**src/rtl/dna_mem_reader_if.sv**
```systemverilog
// rtl/dna_mem_reader_if.sv - handshake and bus bundle for the DNA register file burst reader
//
// Purpose: groups the burst control, register file read port and output stream
// signals of dna_mem_reader into one interface.
// Optional feature macro: DNA_READER_REVERSE_EN adds the 'reverse' control bit.
//
// Signals:
//   start, base_addr[31:0], length[7:0]  burst request (driven by the requester)
//   reverse                              descending address order (macro only)
//   busy, done                           burst status (driven by the reader)
//   mem_r_addr[31:0]                     register file read address (reader)
//   mem_r_data[DATA_WIDTH-1:0]           register file read data (register file)
//   m_data, m_valid, m_last              output stream (reader)
//   m_ready                              output stream ready (consumer)
//
// Modports: master = reader side, slave = environment side.
interface dna_mem_reader_if #(
    parameter int DATA_WIDTH = 32
);
    logic                  start;
    logic [31:0]           base_addr;
    logic [7:0]            length;
`ifdef DNA_READER_REVERSE_EN
    logic                  reverse;
`endif
    logic                  busy;
    logic                  done;
    logic [31:0]           mem_r_addr;
    logic [DATA_WIDTH-1:0] mem_r_data;
    logic [DATA_WIDTH-1:0] m_data;
    logic                  m_valid;
    logic                  m_ready;
    logic                  m_last;

    modport master (
`ifdef DNA_READER_REVERSE_EN
        input  reverse,
`endif
        input  start, base_addr, length, mem_r_data, m_ready,
        output busy, done, mem_r_addr, m_data, m_valid, m_last
    );

    modport slave (
`ifdef DNA_READER_REVERSE_EN
        output reverse,
`endif
        output start, base_addr, length, mem_r_data, m_ready,
        input  busy, done, mem_r_addr, m_data, m_valid, m_last
    );
endinterface

```
**src/rtl/dna_mem_reader.sv**
```systemverilog
// rtl/dna_mem_reader.sv - burst read engine for the 128-entry DNA register file
//
// Purpose: on a start pulse walks a wrapping address range over the register
// file's synchronous read port and streams the returned words out through a
// 2-entry buffer that absorbs downstream backpressure without losing data.
// Optional feature macro: DNA_READER_REVERSE_EN (descending address order).
//
// Ports:
//   clk   rising-edge clock
//   rst   synchronous active-high reset
//   bus   dna_mem_reader_if.master: start/base_addr/length(/reverse) request,
//         busy/done status, mem_r_addr/mem_r_data read port,
//         m_data/m_valid/m_ready/m_last output stream
module dna_mem_reader #(
    parameter int DATA_WIDTH = 32,
    parameter int DEPTH      = 128
) (
    input  logic             clk,
    input  logic             rst,
    dna_mem_reader_if.master bus
);
    localparam int         AW      = $clog2(DEPTH);
    localparam logic [7:0] LEN_MAX = 8'(DEPTH);

    typedef enum logic [1:0] {
        S_IDLE  = 2'd0,
        S_RUN   = 2'd1,
        S_DRAIN = 2'd2
    } state_t;

    state_t                state_q;
    logic                  busy_q;
    logic                  done_q;
    logic                  zero_pend_q;     // zero-length request: done follows next cycle
    logic                  first_q;         // first RUN cycle issues nothing (address lands in cycle 1)
    logic [AW-1:0]         base_q;
    logic [AW-1:0]         addr_q;          // last issued address, held between issues
    logic [7:0]            len_q;
    logic [7:0]            idx_q;           // number of reads issued so far
    logic                  rev_q;
    logic                  inflight_q;      // read issued last cycle, data on mem_r_data now
    logic                  inflight_last_q; // ... and it is the final word of the burst
    logic [DATA_WIDTH-1:0] buf_data_q [2];
    logic [1:0]            buf_last_q;
    logic                  rd_ptr_q;
    logic                  wr_ptr_q;
    logic [1:0]            count_q;

    logic                  head_valid;
    logic                  head_last;
    logic                  pop;
    logic                  issue;
    logic                  issue_last;
    logic [2:0]            occ;
    logic [AW-1:0]         offset;
    logic [AW-1:0]         addr_d;
    logic [7:0]            len_d;
    logic                  rev_d;
    logic                  unused_base_hi;

    assign unused_base_hi = ^bus.base_addr[31:AW];

`ifdef DNA_READER_REVERSE_EN
    assign rev_d = bus.reverse;
`else
    assign rev_d = 1'b0;
`endif

    always_comb begin
        len_d      = (bus.length > LEN_MAX) ? LEN_MAX : bus.length;
        head_valid = (count_q != 2'd0);
        head_last  = head_valid && buf_last_q[rd_ptr_q];
        pop        = head_valid && bus.m_ready;
        // Occupancy the buffer will have once the read now in flight lands;
        // issuing only while this is <= 1 guarantees the new word has a slot.
        occ        = 3'(count_q) + 3'(inflight_q) - 3'(pop);
        issue      = (state_q == S_RUN) && !first_q && (idx_q < len_q) && (occ <= 3'd1);
        issue_last = (idx_q == len_q - 8'd1);
        offset     = idx_q[AW-1:0];
        addr_d     = rev_q ? (base_q - offset) : (base_q + offset);
    end

    // The read address is presented in the same cycle the issue decision is made,
    // because that decision depends on this cycle's m_ready.
    assign bus.mem_r_addr = 32'(issue ? addr_d : addr_q);
    assign bus.m_valid    = head_valid;
    assign bus.m_data     = head_valid ? buf_data_q[rd_ptr_q] : '0;
    assign bus.m_last     = head_last;
    assign bus.busy       = busy_q;
    assign bus.done       = done_q;

    always_ff @(posedge clk) begin
        if (rst) begin
            state_q         <= S_IDLE;
            busy_q          <= 1'b0;
            done_q          <= 1'b0;
            zero_pend_q     <= 1'b0;
            first_q         <= 1'b0;
            base_q          <= '0;
            addr_q          <= '0;
            len_q           <= '0;
            idx_q           <= '0;
            rev_q           <= 1'b0;
            inflight_q      <= 1'b0;
            inflight_last_q <= 1'b0;
            buf_last_q      <= '0;
            rd_ptr_q        <= 1'b0;
            wr_ptr_q        <= 1'b0;
            count_q         <= '0;
            for (int i = 0; i < 2; i++) begin
                buf_data_q[i] <= '0;
            end
        end else begin
            done_q          <= zero_pend_q;
            zero_pend_q     <= 1'b0;
            first_q         <= 1'b0;
            inflight_q      <= issue;
            inflight_last_q <= issue && issue_last;

            if (issue) begin
                addr_q <= addr_d;
                idx_q  <= idx_q + 8'd1;
            end

            if (inflight_q) begin
                buf_data_q[wr_ptr_q] <= bus.mem_r_data;
                buf_last_q[wr_ptr_q] <= inflight_last_q;
                wr_ptr_q             <= ~wr_ptr_q;
            end
            if (pop) begin
                rd_ptr_q <= ~rd_ptr_q;
            end
            count_q <= count_q + 2'(inflight_q) - 2'(pop);

            case (state_q)
                S_IDLE: begin
                    if (bus.start && !done_q && !zero_pend_q) begin
                        if (len_d == 8'd0) begin
                            zero_pend_q <= 1'b1;
                        end else begin
                            base_q  <= bus.base_addr[AW-1:0];
                            len_q   <= len_d;
                            idx_q   <= 8'd0;
                            rev_q   <= rev_d;
                            first_q <= 1'b1;
                            busy_q  <= 1'b1;
                            state_q <= S_RUN;
                        end
                    end
                end
                S_RUN: begin
                    if (issue && issue_last) begin
                        state_q <= S_DRAIN;
                    end
                end
                S_DRAIN: begin
                    // The last word leaving means the buffer is empty and nothing is in flight.
                    if (pop && head_last) begin
                        state_q <= S_IDLE;
                        busy_q  <= 1'b0;
                        done_q  <= 1'b1;
                    end
                end
                default: begin
                    state_q <= S_IDLE;
                    busy_q  <= 1'b0;
                end
            endcase
        end
    end
endmodule

```
**src/flat_wrapper.sv**
```systemverilog
// flat-port wrapper written by rule: the top's interface ports become plain ports
module dna_mem_reader_flat 
#(
    parameter int DATA_WIDTH = 32,
    parameter int DEPTH      = 128
)
  (clk, rst, bus_start, bus_base_addr, bus_length, bus_mem_r_data, bus_m_ready, bus_busy, bus_done, bus_mem_r_addr, bus_m_data, bus_m_valid, bus_m_last);
  dna_mem_reader_if #(.DATA_WIDTH(DATA_WIDTH)) bus_i ();
  input  logic clk;
  input  logic rst;
  input wire logic [$bits(bus_i.start)-1:0] bus_start;
  input wire logic [$bits(bus_i.base_addr)-1:0] bus_base_addr;
  input wire logic [$bits(bus_i.length)-1:0] bus_length;
  input wire logic [$bits(bus_i.mem_r_data)-1:0] bus_mem_r_data;
  input wire logic [$bits(bus_i.m_ready)-1:0] bus_m_ready;
  output wire logic [$bits(bus_i.busy)-1:0] bus_busy;
  output wire logic [$bits(bus_i.done)-1:0] bus_done;
  output wire logic [$bits(bus_i.mem_r_addr)-1:0] bus_mem_r_addr;
  output wire logic [$bits(bus_i.m_data)-1:0] bus_m_data;
  output wire logic [$bits(bus_i.m_valid)-1:0] bus_m_valid;
  output wire logic [$bits(bus_i.m_last)-1:0] bus_m_last;
  assign bus_i.start = bus_start;
  assign bus_i.base_addr = bus_base_addr;
  assign bus_i.length = bus_length;
  assign bus_i.mem_r_data = bus_mem_r_data;
  assign bus_i.m_ready = bus_m_ready;
  assign bus_busy = bus_i.busy;
  assign bus_done = bus_i.done;
  assign bus_mem_r_addr = bus_i.mem_r_addr;
  assign bus_m_data = bus_i.m_data;
  assign bus_m_valid = bus_i.m_valid;
  assign bus_m_last = bus_i.m_last;
  dna_mem_reader #(.DATA_WIDTH(DATA_WIDTH), .DEPTH(DEPTH)) u_core (.clk(clk), .rst(rst), .bus(bus_i));
endmodule
```
**config.mk**
```make
export PLATFORM = sky130hd
export DESIGN_NAME = dna_mem_reader_flat
export DESIGN_NICKNAME = d
export VERILOG_FILES = /design/src/rtl/dna_mem_reader_if.sv /design/src/rtl/dna_mem_reader.sv /design/src/flat_wrapper.sv
export SDC_FILE = /design/constraint.sdc
export NUM_CORES = 1
export LEC_CHECK = 0
export ABC_AREA = 1
export ABC_CLOCK_PERIOD_IN_PS = 8400
export BUFFER_PORTS_ARGS = -buffer_cell sky130_fd_sc_hd__buf_2
export CORE_AREA = 2 2 153 80
export DETAILED_ROUTE_END_ITERATION = 8
export DIE_AREA = 0 0 155 82
export GPL_TIMING_DRIVEN = 0
export PLACE_DENSITY = 0.86
export SKIP_LAST_GASP = 1
export SLEW_MARGIN = 20
export SYNTH_ARGS = -nofsm -noshare
export SYNTH_HDL_FRONTEND = slang
export SYNTH_SLANG_ARGS = --single-unit
```
**constraint.sdc**
```tcl
create_clock -name clk -period 8.4 [get_ports clk]
set_input_delay 2.1 -clock clk [delete_from_list [all_inputs] [get_ports clk]]
set_output_delay 2.1 -clock clk [all_outputs]
set_load 0.005 [all_outputs]
```
# ---- Word-level counts from Yosys, hierarchy flattened
# Memory sizes are Yosys's and may differ from the RTL's. A register that Yosys moved wholly into a read port is not among the register bits.
# Index checks and enable logic that the tools add are counted.
# W data, S select, Z words.
dict set report classes {
  muxes 35
  n_addsub 7
  n_bitwise 6
  reduce_logical 21
  n_eq_ne 7
  n_lt_le_gt_ge 6
}
# op count
set ops {}
lappend ops {{$mux W32} 2}
lappend ops {{$mux W8} 5}
lappend ops {{$reduce_or A32 Y1} 1}
lappend ops {{$mux W1} 19}
lappend ops {{$logic_and A1 B1 Y1} 10}
lappend ops {{$add A8 B1 Y8 const B} 1}
lappend ops {{$eq A8 B8 Y1} 1}
lappend ops {{$gt A8 B8 Y1 const B} 1}
lappend ops {{$logic_not A8 Y1} 1}
lappend ops {{$lt A8 B8 Y1} 1}
lappend ops {{$mux W2} 4}
lappend ops {{$reduce_and A4 Y1} 2}
lappend ops {{$sub A8 B1 Y8 const B} 1}
lappend ops {{$add A7 B7 Y7} 1}
lappend ops {{$mux W7} 1}
lappend ops {{$not A1 Y1} 6}
lappend ops {{$pmux W2 S3} 1}
lappend ops {{$lt A1 B2 Y1 const B} 2}
lappend ops {{$ne A2 B1 Y1 const B} 2}
lappend ops {{$ne A2 B2 Y1 const B} 2}
lappend ops {{$add A2 B1 Y3} 1}
lappend ops {{$le A3 B1 Y1 const B} 1}
lappend ops {{$logic_not A1 Y1} 3}
lappend ops {{$pmux W1 S3} 1}
lappend ops {{12 further kinds} 12}
dict set report totals {
  ff_bits 44
  input_bits 76
  word_cells 98
  mem_bits_rw 64
  mem_count 1
}
# memory words word_bits rd rd_ports_with_merged_regs write_ports line_no
set memory_table {}
lappend memory_table {u_core.buf_data_q 2 32 1 1 2 dna_mem_reader.sv:43} ;# logic [DATA_WIDTH-1:0] buf_data_q [2];

# ---- Longest topological paths before layout
dict set report depth {
  ltp_word 9
  depth_mapped 14
  mapped_depth_nobuf 13
}

# ---- Worst setup path before layout
# No wires, ideal clock.
dict set report synth_timing {
  kind {input to output}
  startpoint {in bus_m_ready}
  endpoint {out bus_mem_r_addr[4]}
  arrival_time_ns 3.858
  path_slack_ns 2.442
  cell_stages 11
  required_time_ns 6.300
  path_buffers 1
  path_cell_list {inv_1 nor2_1 ha_1 inv_1 ha_1 fa_1 nor2_2 nand4_1 buf_2 nand2_1 nand2_1}
}
dict set report synth_via {
  elab_chain_cells 5
}
# element line_no
set synth_rtl {}
lappend synth_rtl {{from (decl)} flat_wrapper.sv:15} ;# input wire logic [$bits(bus_i.m_ready)-1:0] bus_m_ready;
lappend synth_rtl {{$logic_and A1 B1 Y1} dna_mem_reader.sv:73} ;# pop = head_valid && bus.m_ready;
lappend synth_rtl {{net u_core.pop} dna_mem_reader.sv:51} ;# logic pop;
lappend synth_rtl {{$sub A3 B1 Y3} dna_mem_reader.sv:76} ;# occ = 3'(count_q) + 3'(inflight_q) - 3'(pop);
lappend synth_rtl {{net u_core.occ[1]} dna_mem_reader.sv:54} ;# logic [2:0] occ;
lappend synth_rtl {{$le A3 B1 Y1} dna_mem_reader.sv:77} ;# issue = (state_q == S_RUN) && !first_q && (idx_q < len_q) && (occ <= 3'd1);
lappend synth_rtl {{$logic_and A1 B1 Y1} dna_mem_reader.sv:77}
lappend synth_rtl {{$mux W7} dna_mem_reader.sv:85} ;# assign bus.mem_r_addr = 32'(issue ? addr_d : addr_q);
lappend synth_rtl {{to (decl)} flat_wrapper.sv:18} ;# output wire logic [$bits(bus_i.mem_r_addr)-1:0] bus_mem_r_addr;
# The timed path passes the listed nets, and every way through them passes these cells.

# ---- Worst setup path after layout
dict set report layout_timing {
  startpoint {in bus_m_ready}
  endpoint {out bus_mem_r_addr[6]}
}
# The elaborated chain is that of the path after synthesis.

==> impl_metrics.tcl <==
set metrics [dict create \
    run_status "finished, final reports clean" \
    synthCells 668 \
    hold_end "u_core.base_q[4]$_SDFFE_PP0P_" \
    drc 0 \
    via_per_inst 4.969 \
    cts_buffers 9 \
    finalSetupTns_ns 0 \
    cts_num_sinks 109 \
    path_cells "buf_2 -> inv_1 -> nor2_1 -> ha_1 -> inv_1 -> ha_1 -> fa_1 -> nor2_2 -> nand4_1 -> buf_2 -> nand2_1 -> nand2_1 -> buf_2" \
    antenna_found_initial 0 \
    setup_viol 0 \
    place_hpwl_mm 10.19 \
    synth_top_area_cell "edfxtp_1" \
    die_h_um 82 \
    dr_total_vias 4721 \
    hold_start "u_core.base_q[4]$_SDFFE_PP0P_" \
    crit_buf_inv 5 \
    cts-resized-gates 0 \
    port_buffers 93 \
    end_kind "primary output" \
    start_util 0.4881 \
    root_buffer "clkbuf_16" \
    ios 144 \
    cp.arrival_ns 4.54 \
    cts_tree "built" \
    die_x_um 155 \
    fmax_mhz 150.6 \
    pwr_density_cell_nw_per_um2 214.3 \
    comb_power_share 0.271 \
    final-hold-violation-count 0 \
    grt_max_degree 34 \
    final_nets 892 \
    drive_gt1_frac 0.2050 \
    seq_power_share 0.437 \
    routed_wl_mm 13.26 \
    synth_cell_type_count 42 \
    slowest_stage "fa_1" \
    grt_use_total 0.2122 \
    antennaDiodeCount 0 \
    yosysWarnings 0 \
    synth_commonest_cells "nand2_1, nor2_1, inv_1" \
    startpoint "bus_m_ready" \
    cts_max_path_buffers 2 \
    utilization 0.5786 \
    cts_hold_buf 0 \
    dr.pass1.iters 5 \
    post-cts-setup-buffers 0 \
    min_period_over_period 0.7907 \
    max_stage_delay_ns 0.45 \
    postSynthAreaPerCell_um2 8.371 \
    swShare 0.3173 \
    finClkSkew_ns 0.007059 \
    ys_seq_elements 109 \
    fp-row-count 28 \
    first_global_vias 4180 \
    grt_pass1_wl_mm 20.79 \
    final_max_slew_viol_count 0 \
    detail-route-antenna-nets 0 \
    ir_worst_vdd_mv 0.1110 \
    syn_to_final_growth_pct 18.55 \
    synth_top_area_share 0.3437 \
    htreeDepth 3 \
    fin_crit_ns 6.641 \
    ys.flop_type "edfxtp_1" \
    r2r_start "u_core.count_q[1]$_SDFF_PP0_" \
    gp_congestion 0.8783 \
    switchingPower_uw 450.8 \
    clkLatencyLatePin_ns 0.34 \
    ys_seq_area_frac 0.5048 \
    drv_cap 0 \
    drt_iter0_markers 295 \
    p_leak_nw 3.173 \
    synthesis.area_um2 5592 \
    rsz0062_at_grt "false" \
    r2r_cells 12 \
    pwr-share-clk 0.292 \
    path_clk_slew_ns 0.07 \
    min_path_type "register to register" \
    overflow 0 \
    worst_ep_required_time_ns 6.30 \
    slew-limit-headroom 0.4317 \
    critPathKind "input pin to primary output" \
    synth_edf_count 64 \
    startpoint_type "input pin" \
    crit_family "adder cells" \
    r2r_slack_ns 5.29 \
    avgRoutedWirePerCell_um 13.95 \
    synthArstFlopShare 0 \
    core_um2 11460 \
    internal_power_uw 969.7 \
    worstHoldPathCells 2 \
    crit_fanout 10 \
    cp_common_cell "buf_2" \
    tightestPinTransition_ns 0.8494 \
    synth_area_leaders "edfxtp_1, dfxtp_1, nand2_1" \
    r2r_end "u_core.idx_q[1]$_SDFF_PP0_" \
    dieArea_um2 12710 \
    synth_most_common_cell "nand2_1" \
]
-- logic make-up (layout without fill, tap and decap cells) --
family / count (synthesis) / after routing / synth area share
adders and majority gates: 20 / 20 / 0.04744
muxes: 1 / 1 / 0.001790
AOI/OAI and AO/OA: 95 / 95 / 0.09174
DFF: 109 / 109 / 0.5048
and+or+nand+nor: 294 / 294 / 0.2206
other: 1 / 25 / 0.0006706
buffers and inverters: 137 / 245 / 0.1157
xor gates and xnor gates: 11 / 11 / 0.01723
-- state kept, by name (all words and copies together) (netlist names), 2 cells and up, named ones only --
signal and count:
u_core.addr_q 7, u_core.base_q 7, u_core.buf_data_q 64, u_core.buf_last_q 2, u_core.count_q 2, u_core.idx_q 8, u_core.len_q 8, u_core.state_q 2
-- power groups by stage --
stage          Combinational [mW]  Clock (mW)  Sequential (mW)
6_report                    0.385       0.415            0.621
5_1_grt                     0.435       0.444            0.624
3_3_place_gp                0.374           0            0.631
4_1_cts                     0.385       0.424            0.620
3_5_place_dp                0.382           0            0.632
2_1_floorplan               0.243           0            0.627
-- cells in the final DEF (no fill, tap or decap), types with 7 or more instances in the layout --
cell	Yosys	layout
conb_1	1	25
nand3_1	23	23
buf_2	7	100
ha_1	18	18
clkbuf_1	14	14
edfxtp_1	64	64
nor2_1	96	96
clkbuf_16	0	9
buf_4	25	25
nand2_1	152	150
o21ai_0	16	16
xor2_1	7	7
inv_1	84	84
a21oi_1	66	66
dfxtp_1	45	45
-- worst min-delay path, stage by stage, from the launching register on --
cell and delay (ns):
dfxtp_1 0.31, nand2_1 0.06, a21oi_1 0.05
-- layer usage --
layer	part of all wire	global-route usage	wire [µm]
met2	0.40	0.2907	5298
met4	0.0022	0.04259	29
met5	0	0	0
met3	0.086	0.04538	1137
met1	0.51	0.3379	6790
-- metrics by stage --
stage               setup slack (ns)  instances  power (mW)  hold WS [ns]  area (µm²)
CTS                            1.723        950       1.429        0.4721        6629
global placement               1.835        935       1.005        0.4464        6335
detailed placement             1.770        935       1.014        0.4587        6340
global route                   1.551        950       1.503        0.4912        6629
finish                         1.759        950       1.421        0.4699        6629
floorplan                      2.442        692      0.8704        0.4354        5682
-- worst max path at each step --
stage / slack (ns) / end / cells after the start
finish: 1.76 / bus_mem_r_addr[6] / 13
global route: 1.55 / bus_mem_r_addr[6] / 13
CTS: 1.72 / bus_mem_r_addr[6] / 13
detailed placement: 1.77 / bus_mem_r_addr[6] / 13
global placement: 1.83 / bus_mem_r_addr[6] / 13
floorplan: 2.44 / bus_mem_r_addr[4] / 11
-- final cells by class --
type | instances | area, µm²
plain buffers | 50 | 320.3
clock buffers | 9 | 225.2
clock inverters | 6 | 63.81
fillers | 1036 | 4827
inverters | 87 | 326.6
multi-input cells | 446 | 2217
flip-flops and latches | 109 | 2823
well taps | 150 | 187.7
repair buffers | 93 | 465.4
Power figures use the tool's default switching activity.
